<file path="src/rtl/traffic_phase_controller.sv">
// Two-road (NS/EW) intersection sequencer driven by a 1 Hz tick.
// Serves EW car demand and latched pedestrian requests; every phase starts on a fresh divider second.
module traffic_phase_controller #(
    parameter int unsigned NS_GREEN_SEC = 10,
    parameter int unsigned EW_GREEN_SEC = 8,
    parameter int unsigned YELLOW_SEC   = 3,
    parameter int unsigned ALLRED_SEC   = 1,
    parameter int unsigned CNT_W        = 5
) (
    input  logic             clk,
    input  logic             reset,
    input  logic             Hz1_enable,
    input  logic             ew_car,
    input  logic             ped_req,
    output logic             divider_reset,
    output logic [2:0]       ns_light,
    output logic [2:0]       ew_light,
    output logic             ped_walk,
    output logic             ped_ack,
    output logic [2:0]       phase,
    output logic [CNT_W-1:0] sec_remaining
);

    typedef enum logic [2:0] {
        NS_G = 3'd0,
        NS_Y = 3'd1,
        AR_A = 3'd2,
        EW_G = 3'd3,
        EW_Y = 3'd4,
        AR_B = 3'd5
    } state_t;

    localparam logic [2:0] RED = 3'b100;
    localparam logic [2:0] YEL = 3'b010;
    localparam logic [2:0] GRN = 3'b001;

    // Raw 3-bit register so the unused codes 6/7 stay representable and recoverable.
    logic [2:0]       state;
    logic [2:0]       state_nx;
    state_t           succ;
    logic [CNT_W-1:0] sec_nx;
    logic             pending_nx, walk_nx, ack_nx, div_nx;
    logic [2:0]       ns_nx, ew_nx;
    logic             ped_pending, tick, rest, enter_ew;

    function automatic logic [CNT_W-1:0] duration(input logic [2:0] s);
        case (s)
            NS_G:       duration = CNT_W'(NS_GREEN_SEC);
            NS_Y, EW_Y: duration = CNT_W'(YELLOW_SEC);
            EW_G:       duration = CNT_W'(EW_GREEN_SEC);
            default:    duration = CNT_W'(ALLRED_SEC);
        endcase
    endfunction

    always_comb begin
        tick     = Hz1_enable && !divider_reset;
        rest     = (state == NS_G) && !ew_car && !ped_pending;
        state_nx = state;
        sec_nx   = sec_remaining;

        case (state)
            NS_G:    succ = NS_Y;
            NS_Y:    succ = AR_A;
            AR_A:    succ = EW_G;
            EW_G:    succ = EW_Y;
            EW_Y:    succ = AR_B;
            default: succ = NS_G;
        endcase

        if (state > AR_B) begin
            state_nx = AR_B;
            sec_nx   = duration(AR_B);
        end else if (tick) begin
            if (sec_remaining > CNT_W'(1)) begin
                sec_nx = sec_remaining - CNT_W'(1);
            end else if (!rest) begin
                state_nx = succ;
                sec_nx   = duration(succ);
            end
        end

        div_nx     = (state_nx != state);
        enter_ew   = (state_nx == EW_G) && (state != EW_G);
        pending_nx = ped_pending;
        ack_nx     = 1'b0;

        // A request arriving on the EW_G entry edge is served directly rather than latched.
        if (enter_ew) begin
            walk_nx    = ped_pending || ped_req;
            pending_nx = 1'b0;
        end else begin
            walk_nx = (state_nx == EW_G) && ped_walk;
            if (ped_req && !ped_pending) begin
                pending_nx = 1'b1;
                ack_nx     = 1'b1;
            end
        end

        ns_nx = RED;
        ew_nx = RED;
        case (state_nx)
            NS_G:    ns_nx = GRN;
            NS_Y:    ns_nx = YEL;
            EW_G:    ew_nx = GRN;
            EW_Y:    ew_nx = YEL;
            default: ;
        endcase
    end

    always_ff @(posedge clk) begin
        if (reset) begin
            state         <= AR_B;
            sec_remaining <= CNT_W'(ALLRED_SEC);
            ns_light      <= RED;
            ew_light      <= RED;
            ped_walk      <= 1'b0;
            ped_ack       <= 1'b0;
            ped_pending   <= 1'b0;
            divider_reset <= 1'b1;
        end else begin
            state         <= state_nx;
            sec_remaining <= sec_nx;
            ns_light      <= ns_nx;
            ew_light      <= ew_nx;
            ped_walk      <= walk_nx;
            ped_ack       <= ack_nx;
            ped_pending   <= pending_nx;
            divider_reset <= div_nx;
        end
    end

    assign phase = state;

endmodule

</file>
<file path="config.mk">
export PLATFORM = sky130hd
export DESIGN_NAME = traffic_phase_controller
export DESIGN_NICKNAME = d
export VERILOG_FILES = /design/src/rtl/traffic_phase_controller.sv
export SDC_FILE = /design/constraint.sdc
export NUM_CORES = 1
export LEC_CHECK = 0
export BUFFER_PORTS_ARGS = -buffer_cell sky130_fd_sc_hd__buf_2
export CAP_MARGIN = 20
export CELL_PAD_IN_SITES_DETAIL_PLACEMENT = 1
export CELL_PAD_IN_SITES_GLOBAL_PLACEMENT = 2
export CORE_MARGIN = 1.5
export CORE_UTILIZATION = 25
export DETAILED_ROUTE_END_ITERATION = 10
export GPL_TIMING_DRIVEN = 0
export MAX_ROUTING_LAYER = met4
export PLACE_DENSITY = 0.69
export SLEW_MARGIN = 30
export SYNTH_ARGS = -nofsm -noshare
export SYNTH_HDL_FRONTEND = slang
export SYNTH_SLANG_ARGS = --single-unit
</file>
<file path="constraint.sdc">
create_clock -name clk -period 4 [get_ports clk]
set_clock_uncertainty 0.2 [all_clocks]
set_input_delay 0.8 -clock clk [delete_from_list [all_inputs] [get_ports clk]]
set_output_delay 0.8 -clock clk [all_outputs]
set_load 0.02 [all_outputs]
</file>
==> results of run 1 <==
synthesized netlist by cell type (all sizes together):
cell	number
a2111oi	1
a211oi	2
a21o	1
a21oi	7
a2bb2oi	1
a311oi	2
a31oi	2
and2	1
and3	1
and4	2
clkbuf	5
dfxtp	18
ha	2
inv	4
mux2	1
nand2	4
nand2b	2
nand3	5
nand4	3
nor2	5
nor2b	1
nor3	9
o2111ai	1
o21ai	8
o21ba	2
o21bai	2
o221a	1
or2b	1
or3	5
xnor2	3
xor2	1
flip-flops by register name (all words and copies together) (netlist names):
register / cells
ped_ack: 1
sec_remaining: 5
ew_light: 3
ped_walk: 1
phase: 3
ns_light: 3
divider_reset: 1
ped_pending: 1
area by class of cell:
type                       instances  area, µm²
clock buffer                       4       55.1
sequential                        18        360
tap                               48       60.1
timing repair buffer              21        105
buffer                             5       18.8
multi-input combinational         76        538
inverter                           4       15.0
fill                             456       2480
power breakdown:
part | internal [mW] | total [mW] | switching [mW]
logic | 0.0490 | 0.125 | 0.0763
registers | 0.192 | 0.205 | 0.0128
clock network | 0.0875 | 0.156 | 0.0689
total | 0.328 | 0.486 | 0.158
critical path, stage by stage:
cell and delay [ps]:
buf_2 90, nor2b_1 140, clkbuf_1 370, nand3_4 170
or3_4 400, a2111oi_2 340
per-layer routing:
metal	track usage, %	vias to the layer above	routed length (µm)
met4	4.89	0	0
met3	1.58	0	28
met2	22.0	9	1210
met1	16.7	410	1230
met5	-	-	0
li1	-	430	-
kinds of logic after synthesis:
family	synth area share, %
DFF	38.7
xor gates and xnor gates	3.76
AOI/OAI and AO/OA	23.4
buffers and inverters	3.62
and+or+nand+nor	26.7
muxes	1.21
adders and majority gates	2.68
how the worst min path moves through the flow:
stage	from	to	slack [ps]	cells after the start
2_1_floorplan	ped_pending$_SDFFE_PP0P_	ped_ack$_SDFF_PP0_	300	2
3_3_place_gp	ped_walk$_SDFF_PP0_	ped_walk$_SDFF_PP0_	280	2
3_5_place_dp	ped_walk$_SDFF_PP0_	ped_walk$_SDFF_PP0_	300	2
4_1_cts	ped_walk$_SDFF_PP0_	ped_walk$_SDFF_PP0_	320	2
5_1_grt	ped_walk$_SDFF_PP0_	ped_walk$_SDFF_PP0_	350	2
6_report	ped_walk$_SDFF_PP0_	ped_walk$_SDFF_PP0_	300	2
stage by stage:
stage          instances  worst slack [ps]  instance area (µm²)  power, mW
6_report             176              1630                 1150      0.486
5_1_grt              176              1520                 1150      0.514
4_1_cts              176              1640                 1150      0.494
3_5_place_dp         172              1370                 1100      0.334
3_3_place_gp         172              1380                 1100      0.333
2_1_floorplan        103              1690                  932      0.299
==> flow_metrics.py, run 1 <==
metrics = {
    "clock_tree": {
        "clk_latency_ps": 250,
        "cts_root_buf": "clkbuf_8",
        "cts.reportedPaths.clkPinSlew_ps": 80,
        "postCtsResizedCells": 0,
        "cts-hold-fix-buffers": 0,
        "postCtsSetupRepairBufs": 0,
        "cts_htree_levels": 1,
        "clock_sink_count": 18,
        "cts_made_buffers": 3,
        "cts_tree": "yes",
        "cts.path.max_buffers": 2,
    },
    "run_status": {
        "status": "complete, no violations",
    },
    "worst_setup_path": {
        "critical_path_arrival_ps": 2320,
        "cp_max_fo": 8,
        "crit_path_end_kind": "register",
        "critical_path.startpoint_type": "primary input",
        "worst_r2r_endpoint": "ns_light[1]$_SDFF_PP0_",
        "timing.critical_path.from": "Hz1_enable",
        "timing.reg2reg.setup_slack_ps": 1930,
        "timing.setup.critical_path_class": "primary input to register",
        "critPathCapture": "ns_light[1]$_SDFF_PP0_",
        "r2r-start": "sec_remaining[0]$_SDFFE_PP1P_",
        "rr_worst_depth": 5,
        "worstPathRequired_ps": 3960,
    },
    "routing": {
        "drt_pre_antenna_iters": 5,
        "antenna_left": 0,
        "detail_route.drc_violations": 0,
        "vias_post_dr": 849,
        "vias_per_cell": 4.82,
        "detail_route.iter0.violations": 23,
        "finalWirelength_mm": 2.46,
        "detail_route.wl_per_cell_um": 14.0,
    },
    "global_routing": {
        "first_global_vias": 866,
        "number_of_antenna_violations_at_the_first_check_in_global_routing": 0,
        "grt_max_degree": 11,
        "global_route_wire_length_before_repair_mm": 4.17,
        "global_route.overflow_total": 0,
        "groute.usage.overall_pct": 13.3,
    },
    "die": {
        "die_area_um2": 4100,
        "boundaryPins": 22,
        "core-area_um2": 3630,
        "die_h_um": 64.1,
        "initial_utilization_pct": 25.7,
        "fp.dieW_um": 64.1,
        "rows": 22,
    },
    "yosys": {
        "synthesis.area_per_instance_um2": 9.05,
        "synthesis.instances": 103,
        "synthesis.nets": 110,
        "synth-seq-area-share_pct": 38.7,
        "synth.area.top_cells": "dfxtp_1, o21ai_0, a21oi_1",
        "yosysWarningCount": 0,
        "synthDominantAreaCellType": "dfxtp_1",
        "synthDominantCellAreaShare_pct": 38.7,
        "synth.cell_area_um2": 932,
        "synthDistinctLibCells": 37,
        "synth_seq_cells": 18,
    },
    "power_and_ir_drop": {
        "power_per_cell_area_nw_per_um2": 422,
        "ir_worst_vdd_v": 0.000146,
        "power_leakage_nw": 0.460,
    },
    "final_layout": {
        "layout.cells.most_common_list": "buf_2, dfxtp_1, o21ai_0",
        "drive_above_1_share_pct": 30.5,
        "fin_nets": 136,
        "antenna-diode-count": 0,
        "synthToLayoutAreaGrowth_pct": 23.6,
        "layout.cells.most_common": "buf_2",
        "fin_util_pct": 31.7,
    },
    "sta": {
        "grt_setup_unrepaired": "no",
        "timing_max_transition_violations_final": 0,
        "setup_violations": 0,
        "hold_viol": 0,
        "max_clock_freq_mhz": 423,
        "period_share_pct": 59.1,
        "hold_ws_ps": 303,
        "tightest_slew_ps": 471,
        "timing.max_slew.rel_slack_pct": 68.6,
        "min_period_ps": 2370,
        "finalSetupTns_ps": 0,
    },
    "min_path": {
        "worstHoldPathType": "register to register",
    },
    "place": {
        "hpwl_mm": 1.83,
        "number_of_buffers_inserted_by_port_buffering": 21,
        "rd_place_congestion": 0.797,
    },
    "flow_run": {
        "timing.max_cap.violations": 0,
    },
}
Power figures use the tool's default switching activity.
==> run 2, diff against run 1 <==
==> constraint.sdc (replaced) <==
create_clock -name clk -period 2.2 [get_ports clk]
set_clock_uncertainty 0.2 [all_clocks]
set_input_delay 0.44 -clock clk [delete_from_list [all_inputs] [get_ports clk]]
set_output_delay 0.44 -clock clk [all_outputs]
set_load 0.02 [all_outputs]
==> run 2 against run 1 <==
Die area did not move. Final cell count unchanged. Routed wire length unchanged. Sequential power increased by 81%. First-iteration DRC count unchanged. Final area grew 0.11%. Critical path depth decreased by 1.
==> flow_metrics.py, run 2 (synthesis gave the netlist of run 1 again) <==
metrics = {
    "place": {
        "hpwl_mm": 1.83,
        "rd_place_congestion": 0.797,
        "postPlaceCellArea_um2": 1100,
        "number_of_buffers_inserted_by_port_buffering": 21,
    },
    "global_routing": {
        "first_global_vias": 866,
        "groute.usage.overall_pct": 13.3,
        "grt_max_degree": 11,
        "global_route.overflow_total": 0,
        "number_of_antenna_violations_at_the_first_check_in_global_routing": 0,
        "global_route_wire_length_before_repair_mm": 4.17,
    },
    "die": {
        "core-area_um2": 3630,
        "die_h_um": 64.1,
        "boundaryPins": 22,
        "rows": 22,
        "initial_utilization_pct": 25.7,
        "die_area_um2": 4100,
        "fp.dieW_um": 64.1,
    },
    "final_layout": {
        "layout.cells.most_common": "buf_2",
        "fin_nets": 136,
        "largest_reg_flops": 5,
        "synthToLayoutAreaGrowth_pct": 23.8,
        "registers.top_by_ff_count": "sec_remaining",
        "drive_above_1_share_pct": 31.3,
        "layout.cell_area.non_filler_um2": 1150,
        "antenna-diode-count": 0,
        "layout.cells.most_common_list": "buf_2, dfxtp_1, o21ai_0",
    },
    "clock_tree": {
        "postCtsSetupRepairBufs": 0,
        "cts_tree": "yes",
        "clock_sink_count": 18,
        "clk_latency_ps": 250,
        "cts_root_buf": "clkbuf_8",
        "cts_made_buffers": 3,
        "cts.reportedPaths.clkPinSlew_ps": 80,
        "cts.path.max_buffers": 2,
        "cts_htree_levels": 1,
    },
    "worst_setup_path": {
        "timing.setup.critical_path_class": "register to register",
        "crit_path_max_incr_delay_ps": 400,
        "critical_path.startpoint_type": "register",
        "critPathSlowestCell": "or3_4",
        "crit_chain": "nor2b_1 -> clkbuf_1 -> nand3_4 -> or3_4 -> a2111oi_2",
        "cp_max_fo": 8,
        "critical_path_arrival_ps": 2000,
        "crit_path_end_kind": "register",
        "worstPathBufferInverterCount": 1,
        "cp_top_family": "simple AND/OR/NAND/NOR gates",
        "worstPathRequired_ps": 2160,
    },
    "sta": {
        "max_clock_freq_mhz": 489,
        "hold_viol": 0,
        "min_period_ps": 2040,
        "setup_violations": 0,
        "tightest_slew_ps": 471,
        "timing.max_slew.rel_slack_pct": 68.6,
        "finalSetupTns_ps": 0,
        "timing_max_transition_violations_final": 0,
        "grt_setup_unrepaired": "no",
        "period_share_pct": 92.9,
    },
    "routing": {
        "finalWirelength_mm": 2.46,
        "vias_post_dr": 849,
        "antenna_left": 0,
        "drt_pre_antenna_iters": 5,
        "detail_route.drc_violations": 0,
        "vias_per_cell": 4.82,
        "detail_route.wl_per_cell_um": 14.0,
        "detail_route.iter0.violations": 23,
    },
    "power_and_ir_drop": {
        "power_leakage_nw": 0.459,
        "power_per_cell_area_nw_per_um2": 767,
        "ir_worst_vdd_v": 0.000265,
    },
    "flow_run": {
        "timing.max_cap.violations": 0,
    },
    "min_path": {
        "worstHoldPathType": "primary input to register",
    },
    "run_status": {
        "status": "complete, no violations",
    },
}
run 2: changes by cell type in the layout (fill, tap and decap cells not counted):
| cell | before | now |
|---|---|---|
| dfxtp_1 | 18 | 17 |
| dfxtp_2 | 0 | 1 |
run 2: final timing paths:
path         slack (ps)  cells after the start                     end                     start
min                 230                      2  ns_light[2]$_SDFF_PP1_                     reset
max                 160                      5  ns_light[1]$_SDFF_PP0_  divider_reset$_SDFF_PP1_
min reg2reg         300                      2     ped_walk$_SDFF_PP0_       ped_walk$_SDFF_PP0_
max reg2reg         160                      5  ns_light[1]$_SDFF_PP0_  divider_reset$_SDFF_PP1_
run 2: power by group:
part | switching [mW] | total [mW] | internal (mW)
clock network | 0.125 | 0.284 | 0.159
registers | 0.0233 | 0.372 | 0.349
logic | 0.139 | 0.228 | 0.0892
total | 0.287 | 0.885 | 0.597
run 2: area by class of cell:
class / count / area (µm²)
inverters: 4 / 15.0
fillers: 457 / 2480
well taps: 48 / 60.1
clock buffers: 4 / 55.1
flip-flops and latches: 18 / 362
multi-input cells: 76 / 538
repair buffers: 21 / 105
plain buffers: 5 / 18.8
run 2: stage by stage:
stage,hold WS (ps),utilization [%],instances,power (mW),setup slack (ps)
after floorplan,302,-,103,0.544,156
after global placement,285,30.2,172,0.605,-58.2
after detailed placement,301,30.2,172,0.607,-68.7
after CTS,223,31.7,176,0.898,123
after global routing,243,31.7,176,0.935,34.3
final,232,31.7,176,0.885,157
run 2: per-layer routing:
metal	GRT usage, %	vias up	share of wire [%]
met5	-	-	0
met4	4.89	0	0
met3	1.58	0	1.1
met2	22.0	9	49
met1	16.7	410	50
li1	-	430	-
run 2: timing repair:
item / CTS / global route
gates resized for setup: 0 / 1
hold buffers: 0 / 0
setup endpoints to repair: 0 / 1
==> run 3, diff against run 2 <==
--- a/config.mk
+++ b/config.mk
@@ -9,7 +9,7 @@
 export CAP_MARGIN = 20
 export CELL_PAD_IN_SITES_DETAIL_PLACEMENT = 1
 export CELL_PAD_IN_SITES_GLOBAL_PLACEMENT = 2
-export CORE_MARGIN = 1.5
+export CORE_ASPECT_RATIO = 1.2
 export CORE_UTILIZATION = 25
 export DETAILED_ROUTE_END_ITERATION = 10
 export GPL_TIMING_DRIVEN = 0
==> run 3 against run 2 <==
The flow now finishes with violations (DRC). Highest routed layer is now met4. Via count is 3.2% higher. Die area down 3.1%. Routed wire length shrank 1.9%. Sequential power hardly changed. Setup slack gained 17 ps. Largest cell class unchanged. Critical endpoint unchanged. Register-to-register slack improved by 20 ps. Total power is 0.48% lower.
==> flow_metrics.py, run 3 (synthesis gave the netlist of run 1 again) <==
metrics = {
    "run_status": {
        "status": "finished, violations left",
        "violations": "DRC",
    },
    "power_and_ir_drop": {
        "intPower_mw": 0.598,
        "power_leakage_nw": 0.459,
        "ir_worst_vdd_v": 0.000257,
        "netSwitchingFraction_pct": 32.1,
        "pwr-share-clk_pct": 31.9,
        "power_per_cell_area_nw_per_um2": 772,
        "power.sequential.fraction_pct": 42.3,
        "p_total_mw": 0.880,
        "power.share.combinational_pct": 25.8,
        "netSwitchingPower_mw": 0.282,
    },
    "die": {
        "die_area_um2": 3980,
        "core-area_um2": 3450,
        "boundaryPins": 22,
        "rows": 23,
        "fp.dieW_um": 57.7,
        "initial_utilization_pct": 27.0,
        "die_h_um": 68.9,
    },
    "global_routing": {
        "grt_max_degree": 11,
        "global_route.overflow_total": 0,
        "number_of_antenna_violations_at_the_first_check_in_global_routing": 0,
        "global_route_wire_length_before_repair_mm": 4.10,
        "first_global_vias": 915,
        "groute.usage.overall_pct": 14.0,
    },
    "worst_setup_path": {
        "crit_chain": "inv_1 -> ha_1 -> o21bai_4 -> nand3_4 -> or3_4 -> a2111oi_2",
        "crit_path_max_incr_delay_ps": 410,
        "critical_path_arrival_ps": 1990,
        "critical_path.startpoint_type": "register",
        "critPathSlowestCell": "or3_4",
        "cp_max_fo": 8,
        "crit_path_end_kind": "register",
        "worstPathRequired_ps": 2160,
        "timing.setup.critical_path_class": "register to register",
        "worstPathBufferInverterCount": 1,
        "cp_top_family": "simple AND/OR/NAND/NOR gates",
    },
    "sta": {
        "max_clock_freq_mhz": 494,
        "min_period_ps": 2030,
        "hold_viol": 0,
        "timing_max_transition_violations_final": 0,
        "period_share_pct": 92.1,
        "timing.max_slew.rel_slack_pct": 68.3,
        "grt_setup_unrepaired": "no",
        "tightest_slew_ps": 476,
        "setup_violations": 0,
    },
    "clock_tree": {
        "cts_made_buffers": 3,
        "clk_latency_ps": 260,
        "clock_sink_count": 18,
        "postCtsSetupRepairBufs": 0,
        "cts_htree_levels": 1,
        "cts.reportedPaths.clkPinSlew_ps": 70,
        "cts_tree": "yes",
        "cts.path.max_buffers": 2,
        "cts_root_buf": "clkbuf_8",
    },
    "flow_run": {
        "timing.max_cap.violations": 0,
    },
    "place": {
        "rd_place_congestion": 0.809,
        "placed_cells_incl_taps": 161,
        "hpwl_mm": 1.87,
        "number_of_buffers_inserted_by_port_buffering": 21,
    },
    "final_layout": {
        "layout.cells.most_common": "buf_2",
        "final-instance-count-excl-fill": 165,
        "drive_above_1_share_pct": 31.3,
        "antenna-diode-count": 0,
        "layout.area.seq_um2": 362,
        "registers.top_by_ff_count": "sec_remaining",
        "largest_reg_flops": 5,
        "layout.cells.most_common_list": "buf_2, dfxtp_1, o21ai_0",
        "synthToLayoutAreaGrowth_pct": 22.3,
        "fin_nets": 136,
        "final.fill_count": 423,
        "multi_input_logic_area_um2": 538,
    },
    "routing": {
        "detail_route.wl_per_cell_um": 14.6,
        "antenna_left": 0,
        "vias_post_dr": 876,
        "drt_pre_antenna_iters": 7,
        "detail_route.iter0.violations": 9,
        "detail_route.drc_violations": 1,
        "finalWirelength_mm": 2.42,
        "vias_per_cell": 5.31,
    },
    "min_path": {
        "worstHoldPathType": "primary input to register",
    },
}
[run 3: cell counts in the layout (fill, tap and decap cells not counted)]
Identical to the previous run, type by type.
[run 3: stage by stage]
stage	TNS [ps]	hold WS [ps]	cell area (µm²)	utilization, %	setup slack [ps]
floorplan	0	302	932	-	156
global placement	0	282	1080	31.4	2.54
detailed placement	-31.4	300	1080	31.4	-31.4
CTS	0	226	1140	33.0	106
global route	0	235	1140	33.0	24.6
finish	0	233	1140	33.0	174
[run 3: metal layers]
metal | global-route usage [%] | vias up | share of wire, % | wire length, µm
met4 | 6.85 | 0 | 1.8 | 44
met5 | - | - | 0 | 0
met1 | 15.0 | 426 | 43 | 1050
met2 | 25.0 | 16 | 51 | 1240
li1 | - | 429 | - | -
met3 | 2.61 | 5 | 3.4 | 83
[run 3: cell type report]
cell class                 instances  area share, %
clock buffer                       4           4.83
sequential                        18           31.7
timing repair buffer              21           9.22
inverter                           4           1.32
buffer                             5           1.65
tap                               37           4.06
multi-input combinational         76           47.2
[run 3: path summary, 6_finish.rpt]
check                                     start                     end  slack (ps)  depth (start not counted)
setup / recovery  sec_remaining[1]$_SDFFE_PP0P_  ns_light[1]$_SDFF_PP0_         170                          6
hold / removal                            reset  ns_light[2]$_SDFF_PP1_         230                          2
hold reg to reg             ped_walk$_SDFF_PP0_     ped_walk$_SDFF_PP0_         300                          2
setup reg to reg  sec_remaining[1]$_SDFFE_PP0P_  ns_light[1]$_SDFF_PP0_         170                          6
[run 3: repair_timing]
action                     4_1_cts  5_1_grt
setup endpoints to repair        0        1
hold buffers                     0        0
gates resized for setup          0        1
[run 3: power groups by stage]
stage,sequential [mW],clock (mW),combinational [mW]
6_report,0.372,0.281,0.227
5_1_grt,0.376,0.299,0.250
4_1_cts,0.372,0.291,0.229
3_5_place_dp,0.380,0,0.228
3_3_place_gp,0.379,0,0.225
2_1_floorplan,0.404,0,0.140
